`config.mk`:
```
export PLATFORM = sky130hd
export DESIGN_NAME = mpm_port_scheduler
export DESIGN_NICKNAME = d
export VERILOG_FILES = /design/src/rtl/mpm_port_scheduler.sv
export SDC_FILE = /design/constraint.sdc
export NUM_CORES = 2
export LEC_CHECK = 0
export CAP_MARGIN = 0
export CORE_ASPECT_RATIO = 0.5
export CORE_MARGIN = 5
export CORE_UTILIZATION = 30
export DETAILED_ROUTE_END_ITERATION = 16
export SYNTH_ARGS = -nofsm -noshare
export SYNTH_HDL_FRONTEND = slang
export SYNTH_SLANG_ARGS = --single-unit
```
`constraint.sdc`:
```
create_clock -name clk -period 32.8 [get_ports clk]
set_input_delay 3.28 -clock clk [delete_from_list [all_inputs] [get_ports clk]]
set_output_delay 3.28 -clock clk [all_outputs]
set_load 0.02 [all_outputs]
```
`src/rtl/mpm_port_scheduler.sv`:
```
// mpm_port_scheduler: rotating-priority, hazard-aware sharing of PORTS memory
// ports among REQS requesters, with tagged read-data return routing.
// In: req_valid/we/addr/d per requester, mem_q per port. Out: req_ready
// (comb grant), rsp_valid/rsp_data, registered mem_addr/mem_en/mem_d,
// stat_grants/stat_conflicts (live only when MPM_SCHED_STATS_EN is defined).
module mpm_port_scheduler #(
  parameter int WIDTH   = 32,
  parameter int DEPTH   = 512,
  parameter int PORTS   = 4,
  parameter int REQS    = 8,
  parameter int MEM_LAT = 1,
  localparam int AW = $clog2(DEPTH),
  localparam int PW = $clog2(REQS)
) (
  input  logic             clk,
  input  logic             rst_n,
  input  logic [REQS-1:0]  req_valid,
  input  logic [REQS-1:0]  req_we,
  input  logic [AW-1:0]    req_addr [REQS],
  input  logic [WIDTH-1:0] req_d [REQS],
  output logic [REQS-1:0]  req_ready,
  output logic [REQS-1:0]  rsp_valid,
  output logic [WIDTH-1:0] rsp_data [REQS],
  output logic [AW-1:0]    mem_addr [PORTS],
  output logic [PORTS-1:0] mem_en,
  output logic [WIDTH-1:0] mem_d [PORTS],
  input  logic [WIDTH-1:0] mem_q [PORTS],
  output logic [31:0]      stat_grants,
  output logic [31:0]      stat_conflicts
);
  localparam int TL = MEM_LAT + 1;

  logic [PW-1:0]    ptr_q, ptr_d;
  logic [PORTS-1:0] s_v, s_we;
  logic [AW-1:0]    s_addr [PORTS];
  logic [WIDTH-1:0] s_d [PORTS];
  logic [PW-1:0]    s_idx [PORTS];
  logic [PW:0]      n_gnt, n_conf;
  logic [PW:0]      idx_w;
  logic [PW-1:0]    idx;
  logic             haz, found;

  // Scan from ptr; each granted request claims the next free port slot.
  always_comb begin
    req_ready = '0;
    ptr_d     = ptr_q;
    s_v       = '0;
    s_we      = '0;
    for (int p = 0; p < PORTS; p++) begin
      s_addr[p] = '0;
      s_d[p]    = '0;
      s_idx[p]  = '0;
    end
    n_gnt  = '0;
    n_conf = '0;
    idx_w  = '0;
    idx    = '0;
    haz    = 1'b0;
    found  = 1'b0;
    for (int k = 0; k < REQS; k++) begin
      idx_w = {1'b0, ptr_q} + (PW+1)'(k);
      if (idx_w >= (PW+1)'(REQS))
        idx_w = idx_w - (PW+1)'(REQS);
      idx = idx_w[PW-1:0];
      // Any same-address pair involving a write is a hazard;
      // read-read to one address is harmless.
      haz = 1'b0;
      for (int j = 0; j < PORTS; j++)
        if (s_v[j] && s_addr[j] == req_addr[idx]
            && (s_we[j] || req_we[idx]))
          haz = 1'b1;
      if (req_valid[idx]) begin
        if (n_gnt < (PW+1)'(PORTS) && !haz) begin
          req_ready[idx] = 1'b1;
          for (int p = 0; p < PORTS; p++)
            if (n_gnt == (PW+1)'(p)) begin
              s_v[p]    = 1'b1;
              s_we[p]   = req_we[idx];
              s_addr[p] = req_addr[idx];
              s_d[p]    = req_d[idx];
              s_idx[p]  = idx;
            end
          n_gnt = n_gnt + 1'b1;
        end else begin
          // Only hazard losses count; losses to a full port set do not.
          if (n_gnt < (PW+1)'(PORTS))
            n_conf = n_conf + 1'b1;
          if (!found) begin
            found = 1'b1;
            ptr_d = idx;
          end
        end
      end
    end
  end

  logic [PORTS-1:0] mem_en_q, mem_en_d;
  logic [AW-1:0]    mem_addr_q [PORTS];
  logic [AW-1:0]    mem_addr_d [PORTS];
  logic [WIDTH-1:0] mem_d_q [PORTS];
  logic [WIDTH-1:0] mem_d_d [PORTS];
  logic [PORTS-1:0] tag_v_q [TL];
  logic [PORTS-1:0] tag_v_d [TL];
  logic [PW-1:0]    tag_i_q [TL][PORTS];
  logic [PW-1:0]    tag_i_d [TL][PORTS];

  // Stage 0 of the tag pipe lines up with the registered command;
  // stage MEM_LAT lines up with mem_q.
  always_comb begin
    mem_en_d   = s_v & s_we;
    tag_v_d[0] = s_v & ~s_we;
    for (int p = 0; p < PORTS; p++) begin
      mem_addr_d[p] = s_addr[p];
      mem_d_d[p]    = s_we[p] ? s_d[p] : '0;
      tag_i_d[0][p] = s_idx[p];
    end
    for (int s = 1; s < TL; s++) begin
      tag_v_d[s] = tag_v_q[s-1];
      for (int p = 0; p < PORTS; p++)
        tag_i_d[s][p] = tag_i_q[s-1][p];
    end
  end

  always_ff @(posedge clk or negedge rst_n) begin
    if (!rst_n) begin
      ptr_q    <= '0;
      mem_en_q <= '0;
      for (int p = 0; p < PORTS; p++) begin
        mem_addr_q[p] <= '0;
        mem_d_q[p]    <= '0;
      end
      for (int s = 0; s < TL; s++) begin
        tag_v_q[s] <= '0;
        for (int p = 0; p < PORTS; p++)
          tag_i_q[s][p] <= '0;
      end
    end else begin
      ptr_q    <= ptr_d;
      mem_en_q <= mem_en_d;
      for (int p = 0; p < PORTS; p++) begin
        mem_addr_q[p] <= mem_addr_d[p];
        mem_d_q[p]    <= mem_d_d[p];
      end
      for (int s = 0; s < TL; s++) begin
        tag_v_q[s] <= tag_v_d[s];
        for (int p = 0; p < PORTS; p++)
          tag_i_q[s][p] <= tag_i_d[s][p];
      end
    end
  end

  assign mem_en = mem_en_q;
  always_comb begin
    for (int p = 0; p < PORTS; p++) begin
      mem_addr[p] = mem_addr_q[p];
      mem_d[p]    = mem_d_q[p];
    end
  end

  // A requester issues at most one request per cycle, so at most one
  // port can return to it in a given cycle; OR-merge is safe.
  always_comb begin
    rsp_valid = '0;
    for (int i = 0; i < REQS; i++) begin
      rsp_data[i] = '0;
      for (int p = 0; p < PORTS; p++)
        if (tag_v_q[MEM_LAT][p]
            && tag_i_q[MEM_LAT][p] == PW'(i)) begin
          rsp_valid[i] = 1'b1;
          rsp_data[i]  = rsp_data[i] | mem_q[p];
        end
    end
  end

`ifdef MPM_SCHED_STATS_EN
  logic [31:0] stat_grants_q, stat_grants_d;
  logic [31:0] stat_conflicts_q, stat_conflicts_d;
  logic [32:0] g_sum, c_sum;

  always_comb begin
    g_sum = {1'b0, stat_grants_q} + 33'(n_gnt);
    c_sum = {1'b0, stat_conflicts_q} + 33'(n_conf);
    stat_grants_d    = g_sum[32] ? '1 : g_sum[31:0];
    stat_conflicts_d = c_sum[32] ? '1 : c_sum[31:0];
  end

  always_ff @(posedge clk or negedge rst_n) begin
    if (!rst_n) begin
      stat_grants_q    <= '0;
      stat_conflicts_q <= '0;
    end else begin
      stat_grants_q    <= stat_grants_d;
      stat_conflicts_q <= stat_conflicts_d;
    end
  end

  assign stat_grants    = stat_grants_q;
  assign stat_conflicts = stat_conflicts_q;
`else
  logic unused_stats;
  assign unused_stats   = ^{n_conf};
  assign stat_grants    = '0;
  assign stat_conflicts = '0;
`endif

endmodule

```
==> Word level (Yosys, flattened, before mapping) <==
Cells that the tools add are included.
Widths: inputs -> output; s select.
{ "word_totals": {"reg_bits": 203, "latchBits": 0, "mem_bits_rw": 0, "romBits": 0, "in_bits": 474, "wordCells": 808, "memories": 0} }
{ "op_classes": {"add_sub_neg": 21, "n_mul": 0, "div_mod_pow": 0, "n_lt_le_gt_ge": 39, "n_eq_ne": 74, "shift": 0, "mux": 472, "bitwise": 42, "reduce_logical": 140} }
{ "op_table": {"columns": ["op", "count"], "rows": [
  ["$mux 32", 81],
  ["$mux 128", 14],
  ["$bmux 32 s3", 8],
  ["$or 32x32->32", 24],
  ["$mux 36", 14],
  ["$mux 9", 45],
  ["$eq 9x9->1", 25],
  ["$bmux 9 s3", 8],
  ["$mux 3", 57],
  ["$mux 12", 14],
  ["$mux 4", 40],
  ["$mux 1", 152],
  ["$mux 8", 15],
  ["$logic_and 1x1->1", 97],
  ["$ge 4x4->1 const B", 15],
  ["$eq 4x2->1 const B", 14],
  ["$or 8x8->8", 7],
  ["$bmux 1 s3", 16],
  ["$eq 3x3->1 const B", 16],
  ["$lt 3x4->1 const B", 8],
  ["$not 3->4", 8],
  ["$eq 4x1->1 const B", 7],
  ["$logic_not 4->1", 7],
  ["$lt 4x3->1 const B", 7],
  ["15 further kinds", 89]
]} }

==> Depth between registers and ports, before layout <==
{ "logic_depth": {"word_depth": 83, "ltp_mapped": 67, "mapped_depth_nobuf": 43} }

==> Least setup slack after synthesis <==
OpenSTA, ideal clock, no wires.
{ "synth_path": {"path_type": "reg2out", "from": "reg ptr_q[0]", "to": "out req_ready[0]", "arrival_time_ns": 14.463, "required_time_ns": 29.520, "path_slack_ns": 15.057, "stages_incl_launch_ff": 62, "n_path_buf": 20, "cell_sequence": "dfrtp_1 -> buf_4 -> buf_4 -> buf_4 -> buf_4 -> buf_4 -> buf_2 -> buf_4 -> clkbuf_1 -> buf_1 -> clkbuf_1 -> inv_1 -> clkbuf_1 -> ha_1 -> buf_6 -> buf_1 -> mux4_2 -> mux2i_2 -> (+26 left out) -> ha_1 -> nand2_1 -> a311oi_4 -> a21oi_1 -> or3_1 -> a2111o_1 -> and3_4 -> buf_2 -> buf_2 -> nand2_1 -> clkbuf_1 -> o311ai_0 -> nand4_1 -> nor4_1 -> a21oi_2 -> clkbuf_1 -> nand4_1 -> a41oi_1"} }
{ "synth_between": {"elab_chain_cells": 81, "elab_cells_between_ends": 457, "cone_classes": "add/sub: 21; order compare: 31; eq/ne: 43; mux: 244; bitwise: 15; reduce/logical: 103"} }
{ "synth_lines": {"columns": ["item", "line_no", "rtl"], "rows": [
  ["start, declared", "33", "logic [PW-1:0] ptr_q, ptr_d;"],
  ["start signal, assigned", "138", "ptr_q <= ptr_d;"],
  ["$add 3x1->4, or another cell as far along", "61", "idx_w = {1'b0, ptr_q} + (PW+1)'(k);"],
  ["$ge 4x4->1, or another cell as far along", "62", "if (idx_w >= (PW+1)'(REQS))"],
  ["$mux 3 or $not 3->4 (tied branches)", "62, 79", null],
  ["$not 3->4 (implied by the code) or $bmux 9 s3 (tied branches)", "69, 79", null],
  ["$bmux 9 s3 or $mux 9 (tied branches)", "69, 79", null],
  ["$mux 9, on equally long branches", "69, 79", null],
  ["$mux 9, on equally long branches", "69, 79, 72", null],
  ["$eq 9x9->1", "69", "if (s_v[j] && s_addr[j] == req_addr[idx]"],
  ["(+62 left out)", null, null],
  ["$eq 9x9->1", "69", null],
  ["$logic_and 1x1->1", "69", null],
  ["$logic_and 1x1->1", "70", "&& (s_we[j] || req_we[idx]))"],
  ["$mux 1 (4 in a row)", "69", null],
  ["$logic_not 1->1", "73", "if (n_gnt < (PW+1)'(PORTS) && !haz) begin"],
  ["$logic_and 1x1->1", "73", null],
  ["$mux 8", "73", null],
  ["$mux 8 (*)", "72", "if (req_valid[idx]) begin"],
  ["end, declared", "21", "output logic [REQS-1:0] req_ready,"]
]} }
Mark *: on every way between the ends. The rest lies on a longest branch, timed or not. The select of a mux whose other input is x is not followed.

==> Final worst setup path <==
{ "layout_path": {"from": "in req_valid[2]", "to": "out req_ready[0]"} }
{ "layout_between": {"elab_chain_cells": 77, "elab_cells_between_ends": 338, "cone_classes": "add/sub: 6; order compare: 7; eq/ne: 43; mux: 180; bitwise: 7; reduce/logical: 95"} }
{ "layout_lines": {"columns": ["item", "line_no", "rtl"], "rows": [
  ["start, declared", "17", "input logic [REQS-1:0] req_valid,"],
  ["$bmux 1 s3", "72", null],
  ["$mux 1 (implied by the code)", "72", null],
  ["$mux 9", "72", null],
  ["$eq 9x9->1", "69", null],
  ["$logic_and 1x1->1", "69", null],
  ["$logic_and 1x1->1", "70", null],
  ["$mux 1", "69", null],
  ["$logic_not 1->1", "73", null],
  ["(+58 left out)", null, null],
  ["$eq 9x9->1", "69", null],
  ["$logic_and 1x1->1", "69", null],
  ["$logic_and 1x1->1", "70", null],
  ["$mux 1 (4 in a row)", "69", null],
  ["$logic_not 1->1", "73", null],
  ["$logic_and 1x1->1", "73", null],
  ["$mux 8", "73", null],
  ["$mux 8 (*)", "72", null]
]} }
Marked as above.

==> impl_metrics.ini <==
[run_status]
outcome = complete, but fails checks
violations = max-capacitance violations, max-slew violations

[cts]
htree_levels = 1
path_clk_slew_ns = 0.07
ctsResizeCount = 0
cts_root_buffer = clkbuf_16
clk_path_buf_depth = 3
worst_skew_pair.late_latency_ns = 0.51
numCtsBuffers = 19
postCtsHoldBufs = 0
post-cts-setup-buffers = 0
cts_sinks = 203
cts_tree = yes

[synthesis]
ys_types = 107
synth_top_family_by_area = multiplexers
async_flop_share_pct = 100
synth_edf_count = 0
netlist_area_um2 = 41500
synthCells = 5242
synth_xor_area_share_pct = 2.87
avgSynthCellArea_um2 = 7.92
synth-simple-area-share_pct = 17.8
synth_fa_ha_area_share_pct = 0.814
synthMuxAreaShare_pct = 31.1
synth_compound_area_share_pct = 27.6
ys.flop_type = dfrtp_1
yosysSeqAreaShare_pct = 12.2
ys_ff_latch = 203
yosysWarningCount = 0

[layout]
drive_gt1_share_pct = 15.1
fillCellCount = 14000
nets = 6164
areaGrowthSynthToFinish_pct = 26.2
layout_commonest_cell = clkdlybuf4s50_1
final_cell_mix = 912 x clkdlybuf4s50_1, 813 x nand2_1, 521 x a22oi_1

[sta]
whs_ns = 0.350
setup_viol = 0
fmax_ghz = 0.0440
hold_viol_final = 0
slew_violations = 2
period_needed_ns = 22.71
min_period_over_period_pct = 69.2
fin_ws_ns = 10.09
worstMarginPinSlew_ns = 1.50
tns_ns = 0
timing.max_slew.rel_slack_pct = -0.854
rsz0062_at_grt = no
skew_ns = 0.0166

[critical_path]
cp-start-kind = input pin
cp.arrival_ns = 19.43
crit_path_end_kind = primary output
startpoint = req_valid[2]
cpMaxStageDelayCell = nor2_4
cpMostUsedCell = buf_4
worst-path-max-fanout = 79
r2r_start = ptr_q[1]$_DFF_PN0_
slowest_delay_ns = 0.99
path_class = input pin to primary output
worst_ep_required_time_ns = 29.52

[grt]
grt_pass1_wl_mm = 370
grt_usage_pct = 34.7
grt.overflow.total = 0
grt_pass1_vias = 45200
antenna_found_initial = 23
grt_max_degree = 82

[worst_hold_path]
hp-class = flip-flop to flip-flop
hold_path.startpoint = tag_v_d[1]$_DFF_PN0_

[detailed_routing]
drc = 0
drtPass1Iterations = 10
drt_iter0_drc = 9750
vias_per_cell = 6.84
vias = 51700
wl_per_cell_um = 36.1
antenna_left = 0
totalWireLength_mm = 273

[floorplanning]
core_area_um2 = 137000
initial_core_util_pct = 30.2
fp.dieH_um = 273
ios = 978
die_area_um2 = 146000
die_w_um = 536
rows = 96

[place]
post-dp-hpwl_mm = 206
gp_congestion = 1.11
port_buffers = 913
dp_slack_ns = 10.75

[job]
drv_cap = 2
area by class of cell:
type	count	area (um2)	area share, %
clock inverter	11	133	0.253
clock buffer	23	520	0.994
antenna	22	55.1	0.105
timing repair buffer	1045	10100	19.4
sequential	203	5090	9.72
inverter	29	110	0.210
tap	1862	2330	4.45
multi-input combinational	4365	34000	64.9
cells by family after synthesis:
kind of cell	count (synthesis)
other cells	1
fa+ha+maj	27
simple gates	1666
compound gates	1654
buf+inv	737
xor+xnor	135
flops	203
mux	819
flip-flops by register name (all words and copies together) (netlist names):
signal    flops
tag_i_d      12
ptr_q         3
tag_i_q      12
mem_en        4
mem_addr     36
tag_v_d       4
mem_d       128
tag_v_q       4
through the flow:
stage                     cells  instance area (um2)  util (%)
after floorplan            5305                41700         -
after global placement     7504                51700      37.6
after detailed placement   7504                51700      37.6
after CTS                  7538                52300      38.1
after global routing       7555                52400      38.1
final                      7560                52400      38.1
critical path: cells and delay by family:
kind	cells	cell delay, ns
xor+xnor	1	0.49
compound gates	10	2.42
simple gates	21	7.30
mux	2	0.67
buf+inv	9	4.23
fa+ha+maj	3	0.90
per-layer routing:
metal / vias up / track usage [%] / wire length (um)
met5: - / 2.04 / 476
met4: 12 / 11.5 / 12900
met3: 841 / 18.4 / 48700
met2: 4751 / 48.2 / 109000
met1: 25200 / 45.5 / 102000
li1: 20900 / - / -
cells in the mapped netlist (154+ instances only):
cell,number,area share (%)
nand2_1,818,7.4
a22oi_1,521,9.4
clkbuf_1,423,3.8
mux4_2,345,19
nor2_1,314,2.8
a21oi_1,312,3.8
mux2i_1,252,6.1
a211oi_1,214,3.9
dfrtp_1,203,12
mux2_2,184,5.0
o21ai_0,175,2.1
buf_1,161,1.5
nand3_1,154,1.9
final timing paths:
path	cells past startpoint	slack, ns	end
max	46	10.09	req_ready[0]
min	0	0.35	tag_v_q[1]$_DFF_PN0_
max reg2reg	47	13.02	mem_d[98]$_DFF_PN0_
min reg2reg	0	0.35	tag_v_q[1]$_DFF_PN0_
max in group asynchronous	3	27.84	mem_d[53]$_DFF_PN0_
min in group asynchronous	1	2.71	mem_addr[26]$_DFF_PN0_
Power is not shown: default switching activity piles up to over one toggle a cycle in this logic, so the estimate is an artifact.
